## src/rtl/tile_bound_fetch_if.sv

```systemverilog
//------------------------------------------------------------------------------
// tile_bound_fetch_if : corner indices, tile-map RAM read port and bound outputs
// Revision: 1.0
//------------------------------------------------------------------------------
`default_nettype none

interface tile_bound_fetch_if #(
    parameter int IDX_W = 12
);
    logic [IDX_W-1:0] tl_index;
    logic [IDX_W-1:0] tr_index;
    logic [IDX_W-1:0] bl_index;
    logic [IDX_W-1:0] br_index;

    logic [IDX_W-1:0] map_addr;
    logic             map_rd;
    logic [3:0]       map_data;

    logic [3:0]       tl_bound;
    logic [3:0]       tr_bound;
    logic [3:0]       bl_bound;
    logic [3:0]       br_bound;
    logic             bounds_valid;
    logic             busy;
    logic             oob_err;
    logic             overrun;

    modport master (
        input  tl_index, tr_index, bl_index, br_index, map_data,
        output map_addr, map_rd,
        output tl_bound, tr_bound, bl_bound, br_bound,
        output bounds_valid, busy, oob_err, overrun
    );

    modport slave (
        output tl_index, tr_index, bl_index, br_index, map_data,
        input  map_addr, map_rd,
        input  tl_bound, tr_bound, bl_bound, br_bound,
        input  bounds_valid, busy, oob_err, overrun
    );
endinterface

`default_nettype wire

```

## src/rtl/tile_bound_fetch.sv

```systemverilog
//------------------------------------------------------------------------------
// tile_bound_fetch : per-frame fetch of the four player-corner wall nibbles
// Revision: 1.0
//------------------------------------------------------------------------------
`default_nettype none

module tile_bound_fetch #(
    parameter int MAP_DEPTH = 300,
    parameter int IDX_W     = 12,
    parameter int RD_LAT    = 1
) (
    input  logic                Clk,
    input  logic                Reset,
    input  logic                frame_clk,
    tile_bound_fetch_if.master  bus
);

    localparam logic [IDX_W:0] c_map_depth = (IDX_W+1)'(MAP_DEPTH);
    localparam logic [1:0]     c_last_wait = 2'(RD_LAT - 1);

    typedef enum logic [1:0] {
        S_IDLE = 2'd0,
        S_REQ  = 2'd1,
        S_WAIT = 2'd2,
        S_DONE = 2'd3
    } state_t;

    state_t           state_q, state_d;
    logic [1:0]       k_q, k_d;
    logic [1:0]       wcnt_q, wcnt_d;
    logic             issued_q, issued_d;
    logic             oob_q, oob_d;
    logic             overrun_q, overrun_d;
    logic [IDX_W-1:0] snap_q   [4];
    logic [IDX_W-1:0] snap_d   [4];
    logic [3:0]       shadow_q [4];
    logic [3:0]       shadow_d [4];
    logic [3:0]       bound_q  [4];
    logic [3:0]       bound_d  [4];

    logic             sync1_q, sync2_q, edge_q;
    logic             w_rise;
    logic             w_in_range;
    logic [IDX_W-1:0] w_map_addr;
    logic             w_map_rd;

    always_ff @(posedge Clk or posedge Reset) begin
        if (Reset) begin
            sync1_q <= 1'b0;
            sync2_q <= 1'b0;
            edge_q  <= 1'b0;
        end else begin
            sync1_q <= frame_clk;
            sync2_q <= sync1_q;
            edge_q  <= sync2_q;
        end
    end

    assign w_rise     = sync2_q & ~edge_q;
    assign w_in_range = ({1'b0, snap_q[k_q]} < c_map_depth);

    always_ff @(posedge Clk or posedge Reset) begin
        if (Reset) begin
            state_q   <= S_IDLE;
            k_q       <= 2'd0;
            wcnt_q    <= 2'd0;
            issued_q  <= 1'b0;
            oob_q     <= 1'b0;
            overrun_q <= 1'b0;
            snap_q    <= '{default: '0};
            shadow_q  <= '{default: '0};
            bound_q   <= '{default: '0};
        end else begin
            state_q   <= state_d;
            k_q       <= k_d;
            wcnt_q    <= wcnt_d;
            issued_q  <= issued_d;
            oob_q     <= oob_d;
            overrun_q <= overrun_d;
            snap_q    <= snap_d;
            shadow_q  <= shadow_d;
            bound_q   <= bound_d;
        end
    end

    always_comb begin
        state_d    = state_q;
        k_d        = k_q;
        wcnt_d     = wcnt_q;
        issued_d   = issued_q;
        oob_d      = oob_q;
        overrun_d  = overrun_q;
        snap_d     = snap_q;
        shadow_d   = shadow_q;
        bound_d    = bound_q;
        w_map_addr = '0;
        w_map_rd   = 1'b0;

        if (w_rise && (state_q != S_IDLE)) begin
            overrun_d = 1'b1;
        end

        case (state_q)
            S_IDLE: begin
                if (w_rise) begin
                    snap_d[0] = bus.tl_index;
                    snap_d[1] = bus.tr_index;
                    snap_d[2] = bus.bl_index;
                    snap_d[3] = bus.br_index;
                    oob_d     = 1'b0;
                    k_d       = 2'd0;
                    state_d   = S_REQ;
                end
            end
            S_REQ: begin
                wcnt_d  = 2'd0;
                state_d = S_WAIT;
                if (w_in_range) begin
                    w_map_addr = snap_q[k_q];
                    w_map_rd   = 1'b1;
                    issued_d   = 1'b1;
                end else begin
                    // Off-map tiles behave as solid blocks; the slot is still spent.
                    shadow_d[k_q] = 4'hF;
                    oob_d         = 1'b1;
                    issued_d      = 1'b0;
                end
            end
            S_WAIT: begin
                if (wcnt_q == c_last_wait) begin
                    if (issued_q) begin
                        shadow_d[k_q] = bus.map_data;
                    end
                    if (k_q == 2'd3) begin
                        // Commit here so the new set is already visible during DONE.
                        bound_d = shadow_d;
                        state_d = S_DONE;
                    end else begin
                        k_d     = k_q + 2'd1;
                        state_d = S_REQ;
                    end
                end else begin
                    wcnt_d = wcnt_q + 2'd1;
                end
            end
            S_DONE: begin
                k_d     = 2'd0;
                state_d = S_IDLE;
            end
            default: begin
                state_d = S_IDLE;
            end
        endcase
    end

    assign bus.map_addr     = w_map_addr;
    assign bus.map_rd       = w_map_rd;
    assign bus.tl_bound     = bound_q[0];
    assign bus.tr_bound     = bound_q[1];
    assign bus.bl_bound     = bound_q[2];
    assign bus.br_bound     = bound_q[3];
    assign bus.bounds_valid = (state_q == S_DONE);
    assign bus.busy         = (state_q != S_IDLE);
    assign bus.oob_err      = oob_q;
    assign bus.overrun      = overrun_q;

endmodule

`default_nettype wire

```

## src/flat_wrapper.sv

```systemverilog
// flat-port wrapper written by rule: the top's interface ports become plain ports
module tile_bound_fetch_flat 
#(
    parameter int MAP_DEPTH = 300,
    parameter int IDX_W     = 12,
    parameter int RD_LAT    = 1
)
  (Clk, Reset, frame_clk, bus_tl_index, bus_tr_index, bus_bl_index, bus_br_index, bus_map_data, bus_map_addr, bus_map_rd, bus_tl_bound, bus_tr_bound, bus_bl_bound, bus_br_bound, bus_bounds_valid, bus_busy, bus_oob_err, bus_overrun);
  tile_bound_fetch_if #(.IDX_W(IDX_W)) bus_i ();
  input  logic Clk;
  input  logic Reset;
  input  logic frame_clk;
  input wire logic [$bits(bus_i.tl_index)-1:0] bus_tl_index;
  input wire logic [$bits(bus_i.tr_index)-1:0] bus_tr_index;
  input wire logic [$bits(bus_i.bl_index)-1:0] bus_bl_index;
  input wire logic [$bits(bus_i.br_index)-1:0] bus_br_index;
  input wire logic [$bits(bus_i.map_data)-1:0] bus_map_data;
  output wire logic [$bits(bus_i.map_addr)-1:0] bus_map_addr;
  output wire logic [$bits(bus_i.map_rd)-1:0] bus_map_rd;
  output wire logic [$bits(bus_i.tl_bound)-1:0] bus_tl_bound;
  output wire logic [$bits(bus_i.tr_bound)-1:0] bus_tr_bound;
  output wire logic [$bits(bus_i.bl_bound)-1:0] bus_bl_bound;
  output wire logic [$bits(bus_i.br_bound)-1:0] bus_br_bound;
  output wire logic [$bits(bus_i.bounds_valid)-1:0] bus_bounds_valid;
  output wire logic [$bits(bus_i.busy)-1:0] bus_busy;
  output wire logic [$bits(bus_i.oob_err)-1:0] bus_oob_err;
  output wire logic [$bits(bus_i.overrun)-1:0] bus_overrun;
  assign bus_i.tl_index = bus_tl_index;
  assign bus_i.tr_index = bus_tr_index;
  assign bus_i.bl_index = bus_bl_index;
  assign bus_i.br_index = bus_br_index;
  assign bus_i.map_data = bus_map_data;
  assign bus_map_addr = bus_i.map_addr;
  assign bus_map_rd = bus_i.map_rd;
  assign bus_tl_bound = bus_i.tl_bound;
  assign bus_tr_bound = bus_i.tr_bound;
  assign bus_bl_bound = bus_i.bl_bound;
  assign bus_br_bound = bus_i.br_bound;
  assign bus_bounds_valid = bus_i.bounds_valid;
  assign bus_busy = bus_i.busy;
  assign bus_oob_err = bus_i.oob_err;
  assign bus_overrun = bus_i.overrun;
  tile_bound_fetch #(.MAP_DEPTH(MAP_DEPTH), .IDX_W(IDX_W), .RD_LAT(RD_LAT)) u_core (.Clk(Clk), .Reset(Reset), .frame_clk(frame_clk), .bus(bus_i));
endmodule
```

## config.mk

```make
export PLATFORM = sky130hd
export DESIGN_NAME = tile_bound_fetch_flat
export DESIGN_NICKNAME = d
export VERILOG_FILES = /design/src/rtl/tile_bound_fetch_if.sv /design/src/rtl/tile_bound_fetch.sv /design/src/flat_wrapper.sv
export SDC_FILE = /design/constraint.sdc
export NUM_CORES = 1
export LEC_CHECK = 0
export ABC_AREA = 0
export BUFFER_PORTS_ARGS = -buffer_cell sky130_fd_sc_hd__buf_2
export CELL_PAD_IN_SITES_DETAIL_PLACEMENT = 0
export CELL_PAD_IN_SITES_GLOBAL_PLACEMENT = 1
export CORE_MARGIN = 4
export CORE_UTILIZATION = 33
export DETAILED_ROUTE_END_ITERATION = 8
export GPL_TIMING_DRIVEN = 0
export MAX_ROUTING_LAYER = met4
export PLACE_DENSITY_LB_ADDON = 0.1
export SYNTH_ARGS = -nofsm -noshare
export SYNTH_HDL_FRONTEND = slang
export SYNTH_SLANG_ARGS = --single-unit
```

## constraint.sdc

```tcl
create_clock -name Clk -period 5.7 [get_ports Clk]
set_input_delay 0 -clock Clk [delete_from_list [all_inputs] [get_ports Clk]]
set_output_delay 0 -clock Clk [all_outputs]
set_load 0.02 [all_outputs]
```

# Yosys cells after proc, flatten, opt, wreduce, memory -nomap -nowiden
# Cells that the tools add are included.
dict set report word_totals {
  inputBits 55
  ff_bits 92
  out_inout_bits 33
  elab_cells 81
}
dict set report op_classes {
  eq_ne 9
  muxes 27
  add_sub_neg 2
  order_cmp 3
  n_bitwise 4
  n_reduce_logical 15
}
# op n
set op_table {}
lappend op_table {{$mux W12} 4}
lappend op_table {{$mux W16} 3}
lappend op_table {{$pmux W16 S2} 1}
lappend op_table {{$bmux W12 S2} 1}
lappend op_table {{$bwmux W16} 1}
lappend op_table {{$or A16 B16 Y16} 1}
lappend op_table {{$mux W2} 7}
lappend op_table {{$lt A12 B9 Y1 const B} 1}
lappend op_table {{$reduce_and A3 Y1} 3}
lappend op_table {{$demux W4 S2} 1}
lappend op_table {{$pmux W2 S4} 1}
lappend op_table {{$eq A2 B2 Y1 const B} 3}
lappend op_table {{$ne A2 B2 Y1 const B} 3}
lappend op_table {{$pmux W2 S3} 1}
lappend op_table {{$reduce_and A2 Y1} 3}
lappend op_table {{$reduce_bool A2 Y1} 3}
lappend op_table {{$add A2 B1 Y2 const B} 2}
lappend op_table {{$logic_not A2 Y1} 2}
lappend op_table {{$mux W1} 4}
lappend op_table {{$mux W4} 1}
lappend op_table {{$ne A2 B1 Y1 const B} 2}
lappend op_table {{$pmux W2 S2} 1}
lappend op_table {{$reduce_and A4 Y1} 1}
lappend op_table {{$ge A3 B3 Y1 const B} 1}
lappend op_table {{other kinds (8)} 9}

# Longest topological paths before layout
# Gate-level depths: netlist of run 1.
dict set report depth {
  depth_word 9
  mapped_depth 9
  depth_no_buf 7
}

# Least setup slack after synthesis of run 1
# OpenSTA, ideal clock, no wires.
dict set report synth_timing {
  path_type {flip-flop to flip-flop}
  start {register u_core.state_q[0]}
  end {register u_core.snap_q[0] (netlist name)}
  arrival_time_ns 2.158
  t_required_ns 5.575
  setup_ns 0.125
  setup_slack_ns 3.417
  period_less_slack_ns 2.283
  stages_incl_launch_ff 9
  n_path_buf 3
  cell_sequence {dfrtp_1 inv_1 ha_1 inv_1 or2_2 clkbuf_1 buf_1 buf_1 mux2_2}
}
dict set report synth_via {
  elab_chain_cells 2
}
# item line_no
set synth_rtl {}
lappend synth_rtl {{start: declaration} tile_bound_fetch.sv:28} ;# state_t state_q, state_d;
lappend synth_rtl {{start signal: assignment} tile_bound_fetch.sv:74} ;# state_q <= state_d;
lappend synth_rtl {{$logic_not A2 Y1} tile_bound_fetch.sv:103} ;# case (state_q)
lappend synth_rtl {{$reduce_and A2 Y1 (no source line)} n/a}
lappend synth_rtl {{end signal: assignment} tile_bound_fetch.sv:80} ;# snap_q <= snap_d;
lappend synth_rtl {{end: declaration} tile_bound_fetch.sv:34} ;# logic [IDX_W-1:0] snap_q [4];
# Every way passes these cells.
# A chain may end at the register's enable or synchronous reset.

# Worst setup path after layout of run 1
dict set report layout_timing {
  start {register u_core.k_q[0]}
  end {output bus_map_addr[7]}
}
dict set report layout_via {
  elab_chain_cells 7
}
# item line_no
set layout_rtl {}
lappend layout_rtl {{start: declaration} tile_bound_fetch.sv:29} ;# logic [1:0] k_q, k_d;
lappend layout_rtl {{start signal: assignment} tile_bound_fetch.sv:75} ;# k_q <= k_d;
lappend layout_rtl {{$not A2 Y3 (implied by the code) (*)} {tile_bound_fetch.sv:60, tile_bound_fetch.sv:119}}
lappend layout_rtl {{$bmux W12 S2 (*)} {tile_bound_fetch.sv:60, tile_bound_fetch.sv:119}}
lappend layout_rtl {{$mux W12 (implied by the code) (*) (2 in a row)} {tile_bound_fetch.sv:60, tile_bound_fetch.sv:119}}
lappend layout_rtl {{$lt A12 B9 Y1} tile_bound_fetch.sv:60} ;# assign w_in_range = ({1'b0, snap_q[k_q]} < c_map_depth);
lappend layout_rtl {{$mux W12 (*)} tile_bound_fetch.sv:118} ;# if (w_in_range) begin
lappend layout_rtl {{$mux W12 (*)} tile_bound_fetch.sv:103}
lappend layout_rtl {{end: declaration} flat_wrapper.sv:18} ;# output wire logic [$bits(bus_i.map_addr)-1:0] bus_map_addr;
# Every way passes the cells marked *; elsewhere a longest branch is shown, timed or not. The select of a mux whose other input is x is not followed.

==> impl_metrics.prom, run 1 <==
# TYPE chip_impl_metric gauge
chip_impl_metric{name="nNetsFinal",unit=""} 557
chip_impl_metric{name="clock_transition_at_path_regs",unit="ps"} 60
chip_impl_metric{name="setup-tns-final",unit="ps"} 0
chip_impl_metric{name="grt_start_max_net_pins",unit=""} 58
chip_impl_metric{name="share_seq_of_total_power",unit="%"} 40.5
chip_impl_metric{name="final_cell_count_no_fill",unit=""} 670
chip_impl_metric{name="htree_levels",unit=""} 3
chip_impl_metric{name="global_route_wire_length_before_repair",unit="mm"} 17.85
chip_impl_metric{name="initial_core_util",unit="%"} 34.05
chip_impl_info{name="layout.cells.most_common_list",value="92 x sky130_fd_sc_hd__dfrtp_1, 85 x sky130_fd_sc_hd__buf_2, 50 x sky130_fd_sc_hd__dlygate4sd3_1"} 1
chip_impl_metric{name="setup-violations-final",unit=""} 0
chip_impl_metric{name="floorplan.io_pins",unit=""} 88
chip_impl_metric{name="max_cap_violations",unit=""} 0
chip_impl_metric{name="chipHeight",unit="um"} 122.8
chip_impl_metric{name="cp_max_fo",unit=""} 10
chip_impl_metric{name="ys_seq_area_share",unit="%"} 52.93
chip_impl_metric{name="final.period_utilization",unit="%"} 51.78
chip_impl_metric{name="synth_warn",unit=""} 0
chip_impl_info{name="root_buffer",value="sky130_fd_sc_hd__clkbuf_16"} 1
chip_impl_metric{name="hold_depth",unit=""} 3
chip_impl_info{name="synth_area_leaders",value="sky130_fd_sc_hd__dfrtp_1 53%, sky130_fd_sc_hd__mux2_2 13%, sky130_fd_sc_hd__mux2i_1 3.7%"} 1
chip_impl_metric{name="vias_in_the_first_global_route",unit=""} 3454
chip_impl_info{name="timing.critical_path.from_type",value="register"} 1
chip_impl_info{name="most_common_cell_after_layout_fill_and_taps_aside",value="sky130_fd_sc_hd__dfrtp_1"} 1
chip_impl_info{name="worst-setup-path-type",value="register to primary output"} 1
chip_impl_metric{name="pwr_density_cell",unit="nW/um^2"} 447.4
chip_impl_metric{name="dpl.hpwl",unit="mm"} 7.576
chip_impl_metric{name="syn_avg_cell_area",unit="um^2"} 12.61
chip_impl_metric{name="synth_seq_cells",unit=""} 92
chip_impl_metric{name="syn_area",unit="um^2"} 4349
chip_impl_metric{name="fin_hold_ws",unit="ps"} 57.52
chip_impl_info{name="worst_hold_startpoint",value="bus_map_data[3]"} 1
chip_impl_info{name="launching_element_of_the_worst_setup_path",value="u_core.k_q[0]"} 1
chip_impl_metric{name="internal_power",unit="mW"} 1.750
chip_impl_metric{name="core-area",unit="um^2"} 12770
chip_impl_info{name="timing.hold.worst.class",value="input port to register"} 1
chip_impl_metric{name="cts_repair_resize_count",unit=""} 0
chip_impl_metric{name="globalRouteOverflowTotal",unit=""} 0
chip_impl_info{name="netlist.top_cell.by_area",value="sky130_fd_sc_hd__dfrtp_1"} 1
chip_impl_metric{name="post_route_utilization",unit="%"} 45.62
chip_impl_metric{name="power.total",unit="mW"} 2.607
chip_impl_metric{name="p_sw_share",unit="%"} 32.85
chip_impl_metric{name="num_cts_buffers",unit=""} 9
chip_impl_metric{name="r2r_cells",unit=""} 8
chip_impl_metric{name="instance_count_after_placement_with_tap_cells_included",unit=""} 604
chip_impl_metric{name="antenna_cells",unit=""} 0
chip_impl_metric{name="row_count",unit=""} 41
chip_impl_metric{name="irDropWorstVdd",unit="mV"} 0.2692
chip_impl_metric{name="final_antenna_net_count",unit=""} 0
chip_impl_metric{name="cp_data_required_time",unit="ps"} 5700
chip_impl_metric{name="layout_overhead_on_the_synthesized_area",unit="%"} 33.98
chip_impl_info{name="crit-reg2reg-launch",value="u_core.state_q[0]"} 1
chip_impl_metric{name="total_leakage_power",unit="nW"} 2.648
chip_impl_metric{name="regToRegSetupSlack",unit="ps"} 2910
chip_impl_metric{name="cts_post_setup_buffers_inserted",unit=""} 0
chip_impl_metric{name="p_clk_share",unit="%"} 23.4
chip_impl_metric{name="die_x",unit="um"} 122.8
chip_impl_metric{name="worstMarginPinSlew",unit="ps"} 778.0
chip_impl_metric{name="maxSlewViolCount",unit=""} 0
chip_impl_metric{name="maxClockFrequency",unit="MHz"} 338.8
chip_impl_metric{name="worst_ep_arrival_time",unit="ps"} 2950
chip_impl_metric{name="vias_per_cell",unit=""} 4.730
chip_impl_metric{name="synth_cells",unit=""} 345
chip_impl_metric{name="routed_wl",unit="mm"} 10.77
chip_impl_metric{name="grt_antenna_before_repair",unit=""} 0
chip_impl_metric{name="routedWlPerCell",unit="um"} 16.07
chip_impl_metric{name="buffer_ports.inserted",unit=""} 84
chip_impl_metric{name="net_switching_power_figure",unit="mW"} 0.8563
chip_impl_info{name="worst_r2r_endpoint",value="u_core.snap_q[19]"} 1
chip_impl_info{name="grt_setup_unrepaired",value="false"} 1
chip_impl_info{name="status",value="finished clean"} 1
chip_impl_metric{name="grt_use_total",unit="%"} 16.12
chip_impl_info{name="worst_setup_path_end_kind",value="primary output"} 1
chip_impl_metric{name="final_period_minus_worst_setup_slack",unit="ps"} 2952
chip_impl_metric{name="clock_latency",unit="ps"} 350
chip_impl_metric{name="comb_power_share",unit="%"} 36.1
chip_impl_metric{name="routed-via-count",unit=""} 3169
chip_impl_info{name="min_delay_worst_endpoint",value="u_core.bus.tr_bound[3]"} 1
chip_impl_metric{name="drc",unit=""} 0
chip_impl_metric{name="share_of_layout_cells_above_drive_strength_1",unit="%"} 35.54
chip_impl_metric{name="routability_congestion_estimate_from_global_placement",unit=""} 0.7862
chip_impl_metric{name="yosysTopAreaCellShare",unit="%"} 52.93
chip_impl_metric{name="worst_slew_margin_rel",unit="%"} 48.13
chip_impl_metric{name="hold_violations",unit=""} 0
chip_impl_metric{name="fp.dieArea",unit="um^2"} 15080
chip_impl_metric{name="worst_clock_skew",unit="ps"} 6.842
chip_impl_metric{name="detailedRoute.firstPassIterationCount",unit=""} 4
chip_impl_metric{name="cts_max_path_buffers",unit=""} 2
chip_impl_metric{name="tritoncts_num_sinks",unit=""} 92
chip_impl_metric{name="ys_types",unit=""} 42
chip_impl_metric{name="initialDrtViolationCount",unit=""} 105
chip_impl_info{name="clock_tree_from_tritoncts",value="done"} 1
chip_impl_metric{name="hold_buffers",unit=""} 50
[worst max-delay path, cell delays in order (launching register included)]
cell and delay [ps]:
sky130_fd_sc_hd__dfrtp_1 570, sky130_fd_sc_hd__buf_6 240, sky130_fd_sc_hd__mux4_2 540, sky130_fd_sc_hd__a21oi_2 260, sky130_fd_sc_hd__nor2_4 110, sky130_fd_sc_hd__or2_1 230, sky130_fd_sc_hd__buf_6 150, sky130_fd_sc_hd__inv_6 60
sky130_fd_sc_hd__buf_6 140, sky130_fd_sc_hd__and2_1 150, sky130_fd_sc_hd__buf_2 160
[cell families (layout without fill, tap and decap cells)]
| kind of cell | after synthesis | after routing | share of synthesized area [%] |
|---|---|---|---|
| buffers and inverters | 32 | 183 | 3.941 |
| other | 1 | 3 | 0.08622 |
| flip-flops | 92 | 92 | 52.93 |
| AO/OA/AOI/OAI | 58 | 58 | 9.983 |
| multiplexers | 74 | 74 | 21.29 |
| adder cells (fa/ha/maj) | 9 | 9 | 2.589 |
| AND/OR/NAND/NOR | 79 | 79 | 9.177 |
[synth_stat cells, drive strengths merged]
cell    number
or4          2
o211a        2
ha           9
o21ai       28
nand2       32
mux2        49
a32o         6
dfrtp       92
mux4         9
a22o         2
nor4         2
o22a         1
nor2b        2
nand3        7
nor2        11
nand2b       4
or4b         2
buf         12
inv         12
mux2i       16
clkbuf       8
o32a        10
a21oi        5
conb         1
o211ai       2
and2        10
o21bai       1
o21a         1
or2          7
[area by class of cell]
cell class | instances | area [um^2]
fillers | 1211 | 6947
repair buffers | 135 | 948.4
clock buffers | 12 | 256.5
flip-flops and latches | 92 | 2302
clock inverters | 4 | 47.55
multi-input cells | 223 | 1883
plain buffers | 20 | 121.4
inverters | 12 | 52.55
well taps | 172 | 215.2
[flip-flops by register name, indices dropped and copies added, names as in the netlist, 2 cells and up]
signal and cells:
u_core.bus.bl_bound 4, u_core.bus.br_bound 4, u_core.bus.tl_bound 4, u_core.bus.tr_bound 4, u_core.k_q 2, u_core.shadow_q 16, u_core.snap_q 48, u_core.state_q 2
u_core.wcnt_q 2
[worst max-delay path by stage]
stage                     cells after the start  slack (ps)                     end
final                                        10        2750         bus_map_addr[7]
after floorplan                               1        3310  u_core.bus.bl_bound[0]
after global routing                         10        2570         bus_map_addr[5]
after global placement                        2        2070  u_core.bus.tr_bound[0]
after CTS                                    10        2690         bus_map_addr[7]
after detailed placement                      8        2850       u_core.snap_q[19]
[metrics by stage]
| stage | cell area, um^2 | setup slack (ps) |
|---|---|---|
| 4_1_cts | 5827 | 2689 |
| 3_5_place_dp | 5022 | 2850 |
| 3_3_place_gp | 4992 | 2073 |
| 2_1_floorplan | 4357 | 3308 |
| 6_report | 5827 | 2748 |
| 5_1_grt | 5827 | 2570 |
[power by group through the flow]
| stage | Clock (mW) | Sequential [mW] | Combinational [mW] |
|---|---|---|---|
| floorplan | 0 | 1.07 | 0.663 |
| global placement | 0 | 1.06 | 0.915 |
| detailed placement | 0 | 1.07 | 0.928 |
| CTS | 0.630 | 1.06 | 0.958 |
| global route | 0.659 | 1.09 | 1.05 |
| finish | 0.611 | 1.06 | 0.940 |
[layer usage]
layer  wire [um]  vias to the layer above  share of wire [%]  GRT usage, %
met5           0                        -                  0             -
met4         108                        0                1.0         4.339
met3         490                       11                4.6         4.332
met2        5418                       73                 50         27.13
met1        4750                     1552                 44         19.12
li1            -                     1533                  -             -
No activity file was read; power rests on OpenSTA's default activity.
==> run 2: changes to the inputs <==
Clock period 5.7 ns to 2.8 ns, I/O delays scaled along.
==> run 2 against run 1 <==
Design area grew 1.8%. Combinational power grew 120%. Final cell count grew 1.0%. Critical path depth decreased by 1. Via count is 0.25% higher. Non-clock buffer count grew 7. Power increased by 110%. Setup slack got worse by 2600 ps. Largest cell class unchanged. Count of clock-buffer cells in the layout stayed put.
==> impl_metrics.prom, run 2 (same netlist as run 1, synthesis figures left out) <==
# TYPE chip_impl_metric gauge
chip_impl_info{name="status",value="finished clean"} 1
chip_impl_metric{name="grt_antenna_before_repair",unit=""} 0
chip_impl_metric{name="floorplan.io_pins",unit=""} 88
chip_impl_metric{name="final_period_minus_worst_setup_slack",unit="ps"} 2658
chip_impl_metric{name="drc",unit=""} 0
chip_impl_metric{name="grt_use_total",unit="%"} 16.23
chip_impl_metric{name="dpl-instance-area",unit="um^2"} 5022
chip_impl_metric{name="hold_violations",unit=""} 0
chip_impl_metric{name="grt.met3_usage",unit="%"} 4.332
chip_impl_metric{name="worst_clock_skew",unit="ps"} 7.094
chip_impl_metric{name="clock_latency",unit="ps"} 350
chip_impl_metric{name="routed_wl",unit="mm"} 10.93
chip_impl_metric{name="cp_data_required_time",unit="ps"} 2800
chip_impl_info{name="most_common_cell_after_layout_fill_and_taps_aside",value="sky130_fd_sc_hd__dfrtp_1"} 1
chip_impl_metric{name="worst_ep_arrival_time",unit="ps"} 2660
chip_impl_info{name="max_flop_register",value="u_core.snap_q"} 1
chip_impl_metric{name="initialDrtViolationCount",unit=""} 83
chip_impl_metric{name="vias_in_the_first_global_route",unit=""} 3482
chip_impl_metric{name="n_fill_cell",unit=""} 1202
chip_impl_info{name="critical_path.cell_chain",value="buf_12 > mux4_2 > a21oi_4 > nor2_4 > or2_1 > buf_6 > inv_8 > and2_1 > buf_2"} 1
chip_impl_metric{name="critPathBufInv",unit=""} 4
chip_impl_metric{name="htree_levels",unit=""} 3
chip_impl_metric{name="share_of_layout_cells_above_drive_strength_1",unit="%"} 37.03
chip_impl_info{name="grt.busiest_layer",value="met2"} 1
chip_impl_info{name="largestRegisters",value="u_core.snap_q (48), u_core.shadow_q (16)"} 1
chip_impl_metric{name="cts_max_path_buffers",unit=""} 2
chip_impl_metric{name="total_leakage_power",unit="nW"} 2.693
chip_impl_metric{name="maxClockFrequency",unit="MHz"} 376.2
chip_impl_metric{name="nNetsFinal",unit=""} 564
chip_impl_metric{name="post_route_utilization",unit="%"} 46.43
chip_impl_metric{name="cp_max_fo",unit=""} 11
chip_impl_metric{name="cp_slowest_stage_delay",unit="ps"} 540
chip_impl_metric{name="core-area",unit="um^2"} 12770
chip_impl_metric{name="global_route_wire_length_before_repair",unit="mm"} 18.00
chip_impl_info{name="worst_r2r_endpoint",value="u_core.snap_q[19]"} 1
chip_impl_info{name="crit-reg2reg-launch",value="u_core.state_q[0]"} 1
chip_impl_metric{name="vias_per_cell",unit=""} 4.693
chip_impl_metric{name="final_antenna_net_count",unit=""} 0
chip_impl_info{name="launching_element_of_the_worst_setup_path",value="u_core.k_q[0]"} 1
chip_impl_metric{name="power.total",unit="mW"} 5.450
chip_impl_metric{name="final.period_utilization",unit="%"} 94.93
chip_impl_info{name="clock_tree_from_tritoncts",value="done"} 1
chip_impl_metric{name="use_met2",unit="%"} 27.33
chip_impl_metric{name="routed-via-count",unit=""} 3177
chip_impl_info{name="grt_setup_unrepaired",value="false"} 1
chip_impl_metric{name="routability_congestion_estimate_from_global_placement",unit=""} 0.7862
chip_impl_metric{name="regToRegSetupSlack",unit="ps"} 210
chip_impl_info{name="worst_hold_startpoint",value="bus_map_data[3]"} 1
chip_impl_metric{name="layout_overhead_on_the_synthesized_area",unit="%"} 36.36
chip_impl_metric{name="setup-violations-final",unit=""} 0
chip_impl_info{name="timing.critical_path.from_type",value="register"} 1
chip_impl_metric{name="routedWlPerCell",unit="um"} 16.15
chip_impl_metric{name="max_cap_violations",unit=""} 0
chip_impl_metric{name="detailedRoute.firstPassIterationCount",unit=""} 4
chip_impl_metric{name="irDropWorstVdd",unit="mV"} 0.5698
chip_impl_info{name="critical-path-top-delay-family",value="buffers and inverters"} 1
chip_impl_metric{name="grt_start_max_net_pins",unit=""} 58
chip_impl_metric{name="tritoncts_num_sinks",unit=""} 92
chip_impl_metric{name="buffer_ports.inserted",unit=""} 84
chip_impl_metric{name="initial_core_util",unit="%"} 34.05
chip_impl_metric{name="row_count",unit=""} 41
chip_impl_info{name="root_buffer",value="sky130_fd_sc_hd__clkbuf_16"} 1
chip_impl_metric{name="fp.dieArea",unit="um^2"} 15080
chip_impl_info{name="worst-setup-path-type",value="register to primary output"} 1
chip_impl_metric{name="met1_usage",unit="%"} 19.26
chip_impl_info{name="worst_setup_path_end_kind",value="primary output"} 1
chip_impl_metric{name="r2r_cells",unit=""} 8
chip_impl_metric{name="worst_slew_margin_rel",unit="%"} 48.63
chip_impl_metric{name="chipHeight",unit="um"} 122.8
chip_impl_metric{name="antenna_cells",unit=""} 0
chip_impl_info{name="min_delay_worst_endpoint",value="u_core.bus.tr_bound[3]"} 1
chip_impl_info{name="timing.hold.worst.class",value="input port to register"} 1
chip_impl_metric{name="final_design_area_no_fill",unit="um^2"} 5931
chip_impl_metric{name="die_x",unit="um"} 122.8
chip_impl_metric{name="pwr_density_cell",unit="nW/um^2"} 919.0
chip_impl_metric{name="worstMarginPinSlew",unit="ps"} 770.5
chip_impl_metric{name="number_of_flip_flops_under_the_largest_register_name",unit=""} 48
chip_impl_metric{name="clock_transition_at_path_regs",unit="ps"} 70
chip_impl_metric{name="hold_depth",unit=""} 3
chip_impl_info{name="layout.cells.most_common_list",value="91 x sky130_fd_sc_hd__dfrtp_1, 81 x sky130_fd_sc_hd__buf_2, 50 x sky130_fd_sc_hd__dlygate4sd3_1"} 1
chip_impl_metric{name="maxSlewViolCount",unit=""} 0
chip_impl_metric{name="dpl.hpwl",unit="mm"} 7.576
chip_impl_metric{name="globalRouteOverflowTotal",unit=""} 0
chip_impl_info{name="cp_slowest_cell",value="sky130_fd_sc_hd__mux4_2"} 1
chip_impl_metric{name="num_cts_buffers",unit=""} 9
-- run 2: area by class of cell --
type                       instances  area [um^2]  share of cell area [%]
inverter                          12        55.05                  0.9283
multi-input combinational        223         1894                   31.94
timing repair buffer             143         1036                   17.47
sequential                        92         2303                   38.84
buffer                            19        122.6                   2.068
clock buffer                      12        256.5                   4.325
clock inverter                     4        47.55                  0.8017
tap                              172        215.2                   3.629
-- run 2: routing by layer --
metal / share of wire [%] / vias up
met5: 0 / -
met4: 1.0 / 0
met3: 4.1 / 11
met2: 50 / 62
met1: 45 / 1553
li1: - / 1551
-- run 2: worst max-delay path by stage --
| stage | to | slack [ps] | depth (start not counted) |
|---|---|---|---|
| floorplan | u_core.bus.bl_bound[0] | 410 | 1 |
| global placement | u_core.bus.tr_bound[0] | -830 | 2 |
| detailed placement | u_core.snap_q[19] | -50 | 8 |
| CTS | bus_map_addr[7] | 5 | 10 |
| global route | bus_map_addr[5] | 20 | 9 |
| finish | bus_map_addr[3] | 140 | 9 |
-- run 2: metrics by stage --
step           hold slack [ps]  setup WS [ps]  instances  TNS, ps
2_1_floorplan            31.43          408.0        347        0
3_3_place_gp             109.4         -826.7        603   -75580
3_5_place_dp             70.47         -50.05        604   -402.8
4_1_cts                  49.37          4.786        674        0
5_1_grt                  65.48          15.49        677        0
6_report                 57.77          141.9        677        0
-- run 2: tightest hold or removal path: cells and delay by family --
kind | cells | cell delay [ps]
buffers and inverters | 1 | 150
muxes | 1 | 130
AOI/OAI and AO/OA | 1 | 80
-- run 2: where the power goes --
| part | internal [mW] | switching, mW |
|---|---|---|
| combinational | 1.06 | 0.990 |
| sequential | 1.87 | 0.293 |
| clock | 0.738 | 0.505 |
-- run 2: timing repair --
| action | CTS | global route |
|---|---|---|
| pin swaps | 2 | 1 |
| gates resized for setup | 6 | 6 |
| setup endpoints to repair | 18 | 8 |
| setup buffers | 4 | 3 |
| hold buffers | 50 | 0 |
| gates cloned | 0 | 1 |
| hold endpoints to repair | 84 | 0 |
==> run 3: changes to the inputs <==
Settings changed: ABC_AREA 0 to 1.
==> run 3 against run 2 <==
Critical path depth is 3 lower. Via count grew 18%. Worst hold slack better by 71 ps. Setup slack improved by 340 ps. Power grew 11%. Flip-flop and latch count did not move. Utilization decreased by 1.6 points. Sequential power about the same. Wire length up 6.1%. Critical path type is now register to register. First-iteration DRC count is 130% higher. Highest routed layer unchanged. Die area increased by 5.2%.
==> impl_metrics.prom, run 3 <==
# TYPE chip_impl_metric gauge
chip_impl_info{name="layout.cells.most_common_list",value="117 x sky130_fd_sc_hd__nand2_1, 92 x sky130_fd_sc_hd__dfrtp_1, 85 x sky130_fd_sc_hd__buf_2"} 1
chip_impl_metric{name="cp_data_required_time",unit="ps"} 3010
chip_impl_metric{name="critPathBufInv",unit=""} 3
chip_impl_metric{name="n_fill_cell",unit=""} 1357
chip_impl_metric{name="nNetsFinal",unit=""} 700
chip_impl_metric{name="vias_in_the_first_global_route",unit=""} 3865
chip_impl_metric{name="die_x",unit="um"} 125.9
chip_impl_info{name="critical_path.cell_chain",value="inv_1 > ha_1 > nand3_1 > clkbuf_1 > buf_1 > a21oi_1"} 1
chip_impl_info{name="critical-path-top-delay-family",value="buffers and inverters"} 1
chip_impl_metric{name="routed-via-count",unit=""} 3748
chip_impl_metric{name="clock_transition_at_path_regs",unit="ps"} 60
chip_impl_metric{name="total_leakage_power",unit="nW"} 3.046
chip_impl_metric{name="detail_route.wirelength.met1",unit="mm"} 5.640
chip_impl_info{name="yosysMostFrequentCell",value="sky130_fd_sc_hd__nand2_1"} 1
chip_impl_metric{name="yosysTopAreaCellShare",unit="%"} 50.16
chip_impl_metric{name="fp.dieArea",unit="um^2"} 15860
chip_impl_metric{name="irDropWorstVdd",unit="mV"} 0.3953
chip_impl_metric{name="vias_per_cell",unit=""} 4.599
chip_impl_metric{name="cp_max_fo",unit=""} 10
chip_impl_metric{name="final_antenna_net_count",unit=""} 0
chip_impl_metric{name="setup-tns-final",unit="ps"} 0
chip_impl_metric{name="core-area",unit="um^2"} 13450
chip_impl_metric{name="drc",unit=""} 0
chip_impl_metric{name="grt_use_total",unit="%"} 15.83
chip_impl_info{name="worst-setup-path-type",value="register to register"} 1
chip_impl_metric{name="power.total",unit="mW"} 6.070
chip_impl_metric{name="worst_clock_skew",unit="ps"} 4.299
chip_impl_metric{name="cts_repair_resize_count",unit=""} 0
chip_impl_metric{name="maxSlewViolCount",unit=""} 0
chip_impl_metric{name="syn_area",unit="um^2"} 4589
chip_impl_metric{name="synth_seq_cells",unit=""} 92
chip_impl_metric{name="globalRouteOverflowTotal",unit=""} 0
chip_impl_metric{name="cts_max_path_buffers",unit=""} 2
chip_impl_metric{name="hold_violations",unit=""} 0
chip_impl_metric{name="maxClockFrequency",unit="MHz"} 431.2
chip_impl_info{name="most_common_cell_after_layout_fill_and_taps_aside",value="sky130_fd_sc_hd__nand2_1"} 1
chip_impl_metric{name="seq_area",unit="um^2"} 2302
chip_impl_info{name="max_flop_register",value="u_core.snap_q"} 1
chip_impl_metric{name="synth_edf_count",unit=""} 0
chip_impl_info{name="largestRegisters",value="u_core.snap_q (48), u_core.shadow_q (16)"} 1
chip_impl_info{name="synth.top_cells.by_count",value="117 x sky130_fd_sc_hd__nand2_1, 92 x sky130_fd_sc_hd__dfrtp_1, 43 x sky130_fd_sc_hd__inv_1, 35 x sky130_fd_sc_hd__nor2_1, 34 x sky130_fd_sc_hd__mux2_2"} 1
chip_impl_info{name="grt_setup_unrepaired",value="false"} 1
chip_impl_metric{name="number_of_flip_flops_under_the_largest_register_name",unit=""} 48
chip_impl_metric{name="grt_start_max_net_pins",unit=""} 67
chip_impl_metric{name="area_occupied_by_multi_input_gates",unit="um^2"} 1924
chip_impl_metric{name="routed_wl",unit="mm"} 11.60
chip_impl_metric{name="chipHeight",unit="um"} 125.9
chip_impl_metric{name="initial_core_util",unit="%"} 34.11
chip_impl_metric{name="num_cts_buffers",unit=""} 9
chip_impl_metric{name="synth_cells",unit=""} 488
chip_impl_metric{name="final.period_utilization",unit="%"} 82.83
chip_impl_metric{name="cp_slowest_stage_delay",unit="ps"} 460
chip_impl_info{name="highest_routed_layer",value="met4"} 1
chip_impl_metric{name="worst_ep_arrival_time",unit="ps"} 2530
chip_impl_metric{name="floorplan.io_pins",unit=""} 88
chip_impl_metric{name="compound_gate_fraction_of_synth_area",unit="%"} 12.84
chip_impl_metric{name="ys_seq_area_share",unit="%"} 50.16
chip_impl_metric{name="clock_latency",unit="ps"} 350
chip_impl_metric{name="routedWlPerCell",unit="um"} 14.23
chip_impl_metric{name="worstMarginPinSlew",unit="ps"} 738.9
chip_impl_metric{name="wl_met3",unit="um"} 501
chip_impl_metric{name="synth-xor-area-share",unit="%"} 0
chip_impl_metric{name="share_of_layout_cells_above_drive_strength_1",unit="%"} 27.86
chip_impl_metric{name="dpl-instance-area",unit="um^2"} 5268
chip_impl_metric{name="layout_overhead_on_the_synthesized_area",unit="%"} 31.30
chip_impl_info{name="synth_area_leaders",value="sky130_fd_sc_hd__dfrtp_1 50%, sky130_fd_sc_hd__nand2_1 9.6%, sky130_fd_sc_hd__mux2_2 8.3%"} 1
chip_impl_metric{name="final_design_area_no_fill",unit="um^2"} 6026
chip_impl_info{name="status",value="finished clean"} 1
chip_impl_info{name="synth_top_flop_cell",value="sky130_fd_sc_hd__dfrtp_1"} 1
chip_impl_info{name="timing.critical_path.from_type",value="register"} 1
chip_impl_info{name="timing.hold.worst.class",value="input port to register"} 1
chip_impl_metric{name="setup-violations-final",unit=""} 0
chip_impl_metric{name="routed-wl-met2",unit="mm"} 5.319
chip_impl_metric{name="ys_types",unit=""} 33
chip_impl_metric{name="routability_congestion_estimate_from_global_placement",unit=""} 0.7993
chip_impl_metric{name="antenna_cells",unit=""} 0
chip_impl_info{name="worst_setup_path_end_kind",value="register"} 1
chip_impl_info{name="synth_top_family_by_area",value="simple AND/OR/NAND/NOR gates"} 1
chip_impl_metric{name="max_cap_violations",unit=""} 0
chip_impl_metric{name="pwr_density_cell",unit="nW/um^2"} 1007
chip_impl_metric{name="final_period_minus_worst_setup_slack",unit="ps"} 2319
chip_impl_metric{name="synth_warn",unit=""} 0
chip_impl_metric{name="dpl.hpwl",unit="mm"} 8.283
chip_impl_info{name="netlist.top_cell.by_area",value="sky130_fd_sc_hd__dfrtp_1"} 1
chip_impl_info{name="root_buffer",value="sky130_fd_sc_hd__clkbuf_16"} 1
chip_impl_metric{name="detailedRoute.firstPassIterationCount",unit=""} 4
chip_impl_metric{name="synth_simple_gate_area_share",unit="%"} 18.05
chip_impl_info{name="clock_tree_from_tritoncts",value="done"} 1
chip_impl_metric{name="grt_antenna_before_repair",unit=""} 0
chip_impl_metric{name="worst_slew_margin_rel",unit="%"} 50.56
chip_impl_info{name="cp_slowest_cell",value="sky130_fd_sc_hd__buf_1"} 1
chip_impl_metric{name="mux_cell_area_share_after_synthesis",unit="%"} 8.342
chip_impl_metric{name="tritoncts_num_sinks",unit=""} 92
chip_impl_metric{name="syn_avg_cell_area",unit="um^2"} 9.405
chip_impl_metric{name="ys_async_sr_fraction",unit="%"} 100.0
chip_impl_metric{name="htree_levels",unit=""} 3
chip_impl_metric{name="row_count",unit=""} 42
chip_impl_metric{name="buffer_ports.inserted",unit=""} 84
chip_impl_metric{name="initialDrtViolationCount",unit=""} 191
chip_impl_metric{name="synthAdderAreaFrac",unit="%"} 2.454
chip_impl_metric{name="global_route_wire_length_before_repair",unit="mm"} 19.62
==> run 3: cell types whose count changed after synthesis, sizes merged, moves of 15 or more <==
| cell | before | now |
|---|---|---|
| nand2 | 32 | 120 |
| inv | 12 | 46 |
| nor2 | 11 | 37 |
| nand3 | 7 | 30 |
| a21oi | 5 | 25 |
| a22oi | 0 | 16 |
| mux2i | 16 | 0 |
| mux2 | 49 | 34 |
| o21a | 1 | 16 |
==> run 3: through the flow <==
stage | hold WS (ps) | utilization, % | std cells | worst slack (ps)
3_3_place_gp | 113.6 | 38.93 | 750 | -891.6
4_1_cts | 112.1 | 44.79 | 815 | 417.1
3_5_place_dp | 20.73 | 39.16 | 751 | 423.4
6_report | 129.0 | 44.79 | 815 | 480.9
5_1_grt | 158.7 | 44.79 | 815 | 245.0
2_1_floorplan | 31.43 | - | 490 | 408.0
==> run 3: worst paths after layout <==
path                                    from                     end  slack (ps)  cells past startpoint
max reg2reg                u_core.state_q[1]       u_core.snap_q[21]         480                      6
min                          bus_map_data[3]  u_core.bus.br_bound[3]         130                      4
min in group asynchronous              Reset      u_core.bus.overrun         190                      3
max in group asynchronous              Reset     u_core.shadow_q[12]        1960                      4
max                        u_core.state_q[1]       u_core.snap_q[21]         480                      6
min reg2reg                   u_core.sync1_q          u_core.sync2_q         350                      0
==> run 3: worst register-to-register path, stage by stage, from the launching register on <==
cell and delay (ps):
sky130_fd_sc_hd__dfrtp_1 420, sky130_fd_sc_hd__inv_1 90, sky130_fd_sc_hd__ha_1 260, sky130_fd_sc_hd__nand3_1 390, sky130_fd_sc_hd__clkbuf_1 430, sky130_fd_sc_hd__buf_1 460
sky130_fd_sc_hd__a21oi_1 140
==> run 3: cell families after synthesis <==
logic type,count (synthesis)
buf+inv,73
flops,92
mux,34
compound gates,91
fa+ha+maj,9
other cells,1
simple gates,188
==> run 3: final cells by class <==
cell class	count	share of cell area, %
well taps	176	3.654
clock buffers	11	4.028
multi-input cells	325	31.94
repair buffers	135	15.74
flip-flops and latches	92	38.21
clock inverters	3	0.2492
inverters	47	3.011
plain buffers	26	3.177
==> run 3: repair_timing <==
item	in CTS	in global routing
hold endpoints to repair	75	0
hold buffers	50	0
buffers inserted	0	0
==> run 3: where the power goes <==
part | internal [mW] | total [mW] | switching [mW] | leakage [nW]
sequential | 1.91 | 2.18 | 0.272 | 1.11
combinational | 1.15 | 2.79 | 1.63 | 1.80
clock | 0.611 | 1.10 | 0.491 | 0.131
total | 3.67 | 6.07 | 2.40 | 3.05
==> run 3: layer usage <==
layer	up-vias	track usage, %
met2	87	23.26
met3	8	2.794
li1	1887	-
met4	0	5.804
met5	-	-
met1	1766	22.00
